===== config.mk =====
export PLATFORM = sky130hd
export DESIGN_NAME = uaslr_inst_remap
export DESIGN_NICKNAME = d
export VERILOG_FILES = /design/src/rtl/uaslr_pkg.sv /design/src/rtl/uaslr_inst_remap.sv
export SDC_FILE = /design/constraint.sdc
export NUM_CORES = 1
export LEC_CHECK = 0
export CORE_ASPECT_RATIO = 0.9
export CORE_UTILIZATION = 40
export CTS_CLUSTER_SIZE = 14
export DETAILED_ROUTE_END_ITERATION = 7
export MAX_ROUTING_LAYER = met4
export PLACE_DENSITY_LB_ADDON = 0.3
export SYNTH_ARGS = -nofsm -noshare
export SYNTH_HDL_FRONTEND = slang
export SYNTH_SLANG_ARGS = --single-unit

===== constraint.sdc =====
create_clock -name clk -period 4.73 [get_ports clk]
set_clock_uncertainty 0.1 [all_clocks]
set_input_delay 0.946 -clock clk [delete_from_list [all_inputs] [get_ports clk]]
set_output_delay 0.946 -clock clk [all_outputs]
set_load 0.01 [all_outputs]

===== src/rtl/uaslr_pkg.sv =====
// Shared types and constants for the instruction-side micro-ASLR shim.
//   state_e    : shim FSM states
//   JAL_OPCODE : RV32 JAL major opcode
//   NOP_INSN   : canonical RV32 NOP (addi x0, x0, 0)
//   jal_encode : builds "JAL x0, +offset" from a non-negative byte offset
package uaslr_pkg;

    typedef enum logic [1:0] {
        IDLE   = 2'd0,
        FILL   = 2'd1,
        ACTIVE = 2'd2,
        BYPASS = 2'd3
    } state_e;

    localparam logic [6:0]  JAL_OPCODE = 7'h6f;
    localparam logic [31:0] NOP_INSN   = 32'h0000_0013;

    // J-type immediate scatter: {imm[20], imm[10:1], imm[11], imm[19:12], rd, opcode}.
    // The offset is always positive and below 2**20, so imm[20] (sign) is 0.
    function automatic logic [31:0] jal_encode(input logic [20:0] offset);
        logic [31:0] w;
        w        = '0;
        w[31]    = 1'b0;
        w[30:21] = offset[10:1];
        w[20]    = offset[11];
        w[19:12] = offset[19:12];
        w[11:7]  = 5'd0;
        w[6:0]   = JAL_OPCODE;
        return w;
    endfunction

endpackage


===== src/rtl/uaslr_inst_remap.sv =====
// Instruction-side micro-ASLR shim between the core fetch port and the
// instruction mux. On the first fetch after reset it latches a random,
// aligned offset R and the boot address B, answers the boot fetch locally
// with "JAL x0,+R", answers the prefetch slack with NOPs, and once the core
// fetches B+R it translates every fetch to phys = core_addr - R.
// Ports:
//   clk, rst_n                 clock, async active-low reset
//   aslr_en_i, rng_i           enable and entropy, sampled with first request
//   core_instr_*               core-side req/gnt/rvalid fetch port
//   mem_instr_*                mux-side req/gnt/rvalid fetch port
//   aslr_active_o              translation live
//   aslr_offset_o              latched R (zero-extended)
//   aslr_fault_o               sticky: fill overrun or translation underflow
module uaslr_inst_remap
    import uaslr_pkg::*;
#(
    parameter int ADDR_WIDTH  = 32,
    parameter int DATA_WIDTH  = 32,
    parameter int RNG_WIDTH   = 32,
    parameter int OFFSET_BITS = 12,
    parameter int ALIGN_BITS  = 2,
    parameter int MAX_FILL    = 8
) (
    input  logic                  clk,
    input  logic                  rst_n,
    input  logic                  aslr_en_i,
    input  logic [RNG_WIDTH-1:0]  rng_i,
    input  logic                  core_instr_req_i,
    input  logic [ADDR_WIDTH-1:0] core_instr_addr_i,
    output logic                  core_instr_gnt_o,
    output logic                  core_instr_rvalid_o,
    output logic [DATA_WIDTH-1:0] core_instr_rdata_o,
    output logic                  mem_instr_req_o,
    output logic [ADDR_WIDTH-1:0] mem_instr_addr_o,
    input  logic                  mem_instr_gnt_i,
    input  logic                  mem_instr_rvalid_i,
    input  logic [DATA_WIDTH-1:0] mem_instr_rdata_i,
    output logic                  aslr_active_o,
    output logic [ADDR_WIDTH-1:0] aslr_offset_o,
    output logic                  aslr_fault_o
);

    localparam int CNT_W = $clog2(MAX_FILL + 1);
    localparam logic [OFFSET_BITS-1:0] ALIGN_MASK =
        ~(OFFSET_BITS'((1 << ALIGN_BITS) - 1));

    state_e                 state_q, state_d;
    logic [ADDR_WIDTH-1:0]  base_q, base_d;
    logic [ADDR_WIDTH-1:0]  off_q, off_d;
    logic [CNT_W-1:0]       fill_q, fill_d;
    logic                   fault_q, fault_d;
    // One-deep local response slot (JAL / NOP), returned exactly one cycle after grant.
    logic                   lvld_q, lvld_d;
    logic [DATA_WIDTH-1:0]  ldata_q, ldata_d;

    logic [ADDR_WIDTH-1:0]  off_new;
    logic [ADDR_WIDTH-1:0]  target;
    logic                   pass;
    logic                   unused_rng;

    assign unused_rng = ^rng_i;

    always_comb begin
        off_new                = '0;
        off_new[OFFSET_BITS-1:0] = rng_i[OFFSET_BITS-1:0] & ALIGN_MASK;
    end

    assign target = base_q + off_q;
    assign pass   = (state_q == ACTIVE) || (state_q == BYPASS);

    always_comb begin
        state_d          = state_q;
        base_d           = base_q;
        off_d            = off_q;
        fill_d           = fill_q;
        fault_d          = fault_q;
        lvld_d           = 1'b0;
        ldata_d          = ldata_q;
        core_instr_gnt_o = 1'b0;
        mem_instr_req_o  = 1'b0;
        mem_instr_addr_o = '0;

        case (state_q)
            IDLE: begin
                if (core_instr_req_i) begin
                    base_d = core_instr_addr_i;
                    off_d  = aslr_en_i ? off_new : '0;
                    if (!aslr_en_i || off_new == '0) begin
                        mem_instr_req_o  = 1'b1;
                        mem_instr_addr_o = core_instr_addr_i;
                        core_instr_gnt_o = mem_instr_gnt_i;
                        state_d          = BYPASS;
                    end else begin
                        core_instr_gnt_o = 1'b1;
                        lvld_d           = 1'b1;
                        ldata_d          = jal_encode(off_new[20:0]);
                        state_d          = FILL;
                    end
                end
            end
            FILL: begin
                if (core_instr_req_i) begin
                    if (core_instr_addr_i == target) begin
                        // Core reached the jump target: hand it the real boot word.
                        mem_instr_req_o  = 1'b1;
                        mem_instr_addr_o = base_q;
                        core_instr_gnt_o = mem_instr_gnt_i;
                        state_d          = ACTIVE;
                    end else begin
                        core_instr_gnt_o = 1'b1;
                        lvld_d           = 1'b1;
                        ldata_d          = NOP_INSN;
                        fill_d           = fill_q + 1'b1;
                        if (fill_d == CNT_W'(MAX_FILL)) begin
                            fault_d = 1'b1;
                            state_d = ACTIVE;
                        end
                    end
                end
            end
            ACTIVE: begin
                mem_instr_req_o  = core_instr_req_i;
                mem_instr_addr_o = core_instr_addr_i - off_q;
                core_instr_gnt_o = mem_instr_gnt_i;
                if (core_instr_req_i && (core_instr_addr_i < off_q))
                    fault_d = 1'b1;
            end
            BYPASS: begin
                mem_instr_req_o  = core_instr_req_i;
                mem_instr_addr_o = core_instr_addr_i;
                core_instr_gnt_o = mem_instr_gnt_i;
            end
            default: state_d = IDLE;
        endcase
    end

    // A local response may still be in flight during the first ACTIVE cycle;
    // the mux cannot answer that soon, so the local slot simply takes priority.
    assign core_instr_rvalid_o = lvld_q | (pass & mem_instr_rvalid_i);
    assign core_instr_rdata_o  = lvld_q ? ldata_q :
                                 (pass ? mem_instr_rdata_i : '0);

    assign aslr_active_o = (state_q == ACTIVE);
    assign aslr_offset_o = off_q;
    assign aslr_fault_o  = fault_q;

    always_ff @(posedge clk or negedge rst_n) begin
        if (!rst_n) begin
            state_q <= IDLE;
            base_q  <= '0;
            off_q   <= '0;
            fill_q  <= '0;
            fault_q <= 1'b0;
            lvld_q  <= 1'b0;
            ldata_q <= '0;
        end else begin
            state_q <= state_d;
            base_q  <= base_d;
            off_q   <= off_d;
            fill_q  <= fill_d;
            fault_q <= fault_d;
            lvld_q  <= lvld_d;
            ldata_q <= ldata_d;
        end
    end

endmodule


After elaboration in Yosys (flattened, before gate mapping). Cells that the tools add are included.

Word-level logic and storage cells: 79. ROM bits: 0. Latch bits: 0. Output and inout port bits: 101. Input port bits: 102. Register bits after elaboration: 104. Bits in writable memories: 0. Memories: 0.

Eq/ne operators: 12. Shifts and indexed selects: 0. Reduce and logical (&&, ||, !) cells: 14. Magnitude comparators: 1. $add $sub $neg: 3. Multiply operators: 0. Bitwise gates (word level): 3. Div/mod/pow operators: 0. Muxes and demuxes: 39.

Operator list (number): 2-to-1 mux 32 bit (10); one-hot mux 32 bit (4 select lines) (1); one-hot mux 32 bit (2 select lines) (1); adder 32 bit (1); == test 32 bit (1); zero test 32 bit (1); < comparator 32 bit (1); subtractor 32 bit (1); 2-to-1 mux 1 bit (16); 2-to-1 mux 12 bit (1); 2-to-1 mux 2 bit (5); inequality test 2 bit, second input constant (5); AND reduction 5 bit (2); one-hot mux 1 bit (3 select lines) (2); adder 4 x 1 -> 4 bit, second input constant (1); == test 2 bit, second input constant (2); == test 4 bit, second input constant (1); one-hot mux 1 bit (2 select lines) (2); one-hot mux 2 bit (2 select lines) (1); AND reduction 4 bit (1); nonzero test 2 bit (2); inequality test 3 bit, second input constant (1); AND reduction 3 bit (1); == test 2 x 1 -> 1 bit, second input constant (1); 10 further kinds (11).

Longest topological paths before layout.
Depth in word-level cells: 6. Depth in mapped cells: 13. Gate-level depth less buffers: 13.

Worst setup path before layout. Ideal clock, no wire load.

Kind: input port to output port. Start point: in core_instr_addr_i[2]. End point: out mem_instr_addr_o[22]. Setup slack: 0.337 ns. Data arrival time: 3.347 ns. Cell stages on the path: 13. Buffers on the path: 0. Data required time: 3.684 ns. Cell sequence: inv_1 > ha_1 > inv_1 > fa_1 > a21o_1 > a21o_1 > a21oi_1 > o21bai_1 > a31oi_1 > nand3_1 > xnor2_1 > a22o_1 > a21o_1.

Cells in the longest elaborated chain, start to end: 4. Elaborated cells on any way between the ends: 5. Those cells by class: 1 x add/sub; 1 x eq/ne; 3 x mux.

RTL lines: from (decl) (line uaslr_inst_remap.sv:29) `input logic [ADDR_WIDTH-1:0] core_instr_addr_i,`; parallel branches: the longest is 3 deep, another holds subtractor 32 bit; one-hot mux 32 bit (4 select lines) * (line uaslr_inst_remap.sv:83) `case (state_q)`; to (decl) (line uaslr_inst_remap.sv:34) `output logic [ADDR_WIDTH-1:0] mem_instr_addr_o,`.

Mark *: on every way between the ends.

Final worst setup path.
Start point: reg base_q[2]. End point: out mem_instr_addr_o[3].

Cells in the longest elaborated chain, start to end: 5.

RTL lines: from (decl) (line uaslr_inst_remap.sv:48) `logic [ADDR_WIDTH-1:0] base_q, base_d;`; from (signal assigned) (line uaslr_inst_remap.sv:158) `base_q <= base_d;`; adder 32 bit (line uaslr_inst_remap.sv:68) `assign target = base_q + off_q;`; == test 32 bit (line uaslr_inst_remap.sv:103) `if (core_instr_addr_i == target) begin`; 2-to-1 mux 32 bit (line uaslr_inst_remap.sv:103); 2-to-1 mux 32 bit (line uaslr_inst_remap.sv:102) `if (core_instr_req_i) begin`; one-hot mux 32 bit (4 select lines) (line uaslr_inst_remap.sv:83).

No other way between the ends.

==> flow_summary.json <==
{
  "finalWorstSetupSlack_ns": -0.357,
  "grt_pass1_vias": 6803,
  "critPathKind": "reg2out",
  "worstSkewPairLatency_ns": 0.35,
  "clock_sinks": 63,
  "synth_edf_count": 0,
  "r2r.worst_path.cells": 15,
  "avgSynthCellArea_um2": 7.58,
  "die_area_mm2": 0.0159,
  "vdd_ir_drop_max_mv": 0.226,
  "cts_tree": "built",
  "drive_above_1_share": 0.257,
  "cts_hold_repair.buffers": 0,
  "drtIter0Drc": 508,
  "port_buffers": 158,
  "synth_seq_cells": 63,
  "ant_nets": 0,
  "grt_max_degree": 37,
  "ys_seq_area_frac": 0.255,
  "yosys.area.top_type": "dfrtp_1",
  "num_antenna_cells": 0,
  "synth_flop_cell": "dfrtp_1",
  "worstReg2RegStart": "base_q[2]",
  "netlist_area_mm2": 0.00617,
  "arrival_ns": 4.04,
  "synth_area_leaders": "dfrtp_1 26%, nand2_1 10%, xnor2_1 7.0%",
  "vias": 7040,
  "fin_util": 0.636,
  "fp.dieW_um": 133,
  "worstSetupEndpointType": "output pin",
  "antenna_found_initial": 0,
  "drt_wl_total_um": 22400,
  "p_leak_nw": 4.37,
  "nets": 1219,
  "r2r_slack_ns": 0.45,
  "drc": 0,
  "yosysUniqueCellTypes": 71,
  "startpoint": "base_q[2]",
  "die_h_um": 120,
  "worstMarginPinSlew_ns": 0.787,
  "final_common_cell": "nand2_1",
  "grt_usage": 0.295,
  "dpl.hpwl_um": 16600,
  "violations": "negative setup slack",
  "crit_required_ns": 3.68,
  "core_region_area_mm2": 0.0149,
  "clockBufferDepth": 2,
  "grt_busiest_layer": "met2",
  "min_period_ns": 5.09,
  "synth-async-reset-ratio": 1.00,
  "syn_inst": 814,
  "grt_pass1_wl_um": 35700,
  "rsz0062_at_grt": "true",
  "met1_usage": 0.406,
  "start_util": 0.415,
  "clk_pin_slew_ns": 0.06,
  "avgRoutedWirePerCell_um": 17.3,
  "gr-usage-met2": 0.441,
  "outcome": "finished with violations",
  "hp-class": "reg2reg",
  "post-synth-top-area-fraction": 0.255,
  "overflow": 0,
  "fmax_ghz": 0.197,
  "drt_first_pass_iters": 5,
  "ys.warnings.count": 0,
  "ios": 203,
  "power.density_mw_per_mm2": 451,
  "period_share": 1.08,
  "areaGrowthSynthToFinish_pct": 53.3,
  "use_met3": 0.0604,
  "slew_headroom": 0.475,
  "final_cell_mix": "169 x nand2_1, 144 x buf_4, 120 x clkdlybuf4s50_1",
  "root_buffer": "clkbuf_16",
  "htree_levels": 3,
  "rr_endpoint": "fill_q[1]",
  "num_rows": 42,
  "endpoint": "mem_instr_addr_o[3]",
  "hold_ws_ns": 0.387,
  "maxCapViolCount": 0,
  "finalWeightedCongestion": 0.972,
  "hold_viol": 0,
  "finalMaxSlewViolations": 0,
  "setup_viol": 34,
  "cts_made_buffers": 9,
  "crit_fanout": 5,
  "cp-start-kind": "register",
  "viasPerCell": 5.43
}
## repair_timing
action	CTS	global route
setup endpoints to repair	34	34
gates resized for setup	229	19
setup buffers	29	3
endpoints found under the hold margin	0	0
gates cloned	3	0
pin swaps	28	22
## worst min path at each step
stage,depth (start not counted),end,start
after floorplan,1,ldata_q[4],ldata_q[4]
after global routing,1,ldata_q[4],ldata_q[4]
after global placement,1,ldata_q[4],ldata_q[4]
after CTS,1,ldata_q[4],ldata_q[4]
final,1,ldata_q[4],ldata_q[4]
after detailed placement,1,ldata_q[4],ldata_q[4]
## cell type report
type	instances	area (um^2)
Sequential cell	63	1580
Inverter	19	71.3
Timing Repair Buffer	327	2830
Tap cell	198	248
Clock inverter	3	40.0
Multi-Input combinational cell	674	4430
Clock buffer	13	270
Fill cell	1308	5410
## through the flow
stage	setup WS (ns)	setup TNS (ns)	total power, mW	area [um^2]	std cells
2_1_floorplan	0.337	0	2.21	6250	835
3_3_place_gp	-0.717	-18.96	3.44	8740	1250
3_5_place_dp	-0.616	-17.45	3.46	8740	1250
4_1_cts	-0.311	-5.69	4.22	9400	1295
5_1_grt	-0.457	-11.69	4.54	9460	1297
6_report	-0.357	-7.63	4.27	9460	1297
## registers in the layout (all words and copies together) (netlist names)
register       count
base_q            32
ldata_q           13
aslr_offset_o     10
fill_q             4
state_q            2
aslr_fault_o       1
lvld_q             1
## cells in the mapped netlist (all sizes together) (5+ instances only)
master,instances
buf,32
nand2,169
or3,7
nand3,27
nor2,37
mux2i,6
nand4b,6
a21o,22
ha,21
xor2,25
nor3,11
a22o,20
or2,6
nor4,8
clkbuf,47
nor2b,5
dfrtp,63
a21oi,32
o211ai,7
xnor2,49
o21ai,58
nand4,12
and2,21
inv,19
nand2b,10
a22oi,23
## cell families (layout without fill, tap and decap cells)
group | after synthesis | after routing | share of synthesized area
AO/OA/AOI/OAI | 208 | 208 | 0.236
XOR/XNOR | 74 | 74 | 0.105
adder cells (fa/ha/maj) | 23 | 23 | 0.0491
buffers and inverters | 98 | 362 | 0.0762
flip-flops | 63 | 63 | 0.255
multiplexers | 8 | 8 | 0.0140
other | 1 | 22 | 0.000608
AND/OR/NAND/NOR | 339 | 339 | 0.264
## routing by layer
layer | up-vias | wire length (um) | share of wire
li1 | 3379 | - | -
met1 | 3356 | 10300 | 0.46
met2 | 270 | 10100 | 0.45
met3 | 35 | 1550 | 0.069
met4 | 0 | 398 | 0.018
met5 | - | 0 | 0
## report_power, final
group	internal [mW]	total [mW]	switching (mW)
Combinational	1.37	2.74	1.37
Sequential	0.663	0.819	0.155
Clock	0.449	0.708	0.259
Total	2.48	4.27	1.79
## worst max-delay path: stages, from the launching register on
cell	delay [ns]
dfrtp_1	0.35
ha_2	0.20
inv_2	0.04
fa_2	0.53
xor2_1	0.19
nand4_1	0.28
or3_1	0.43
a2111o_1	0.29
nand4b_1	0.20
and4b_1	0.33
nand4_4	0.16
clkbuf_16	0.24
buf_8	0.14
o31ai_4	0.16
buf_2	0.17
Power figures use the tool's default switching activity.
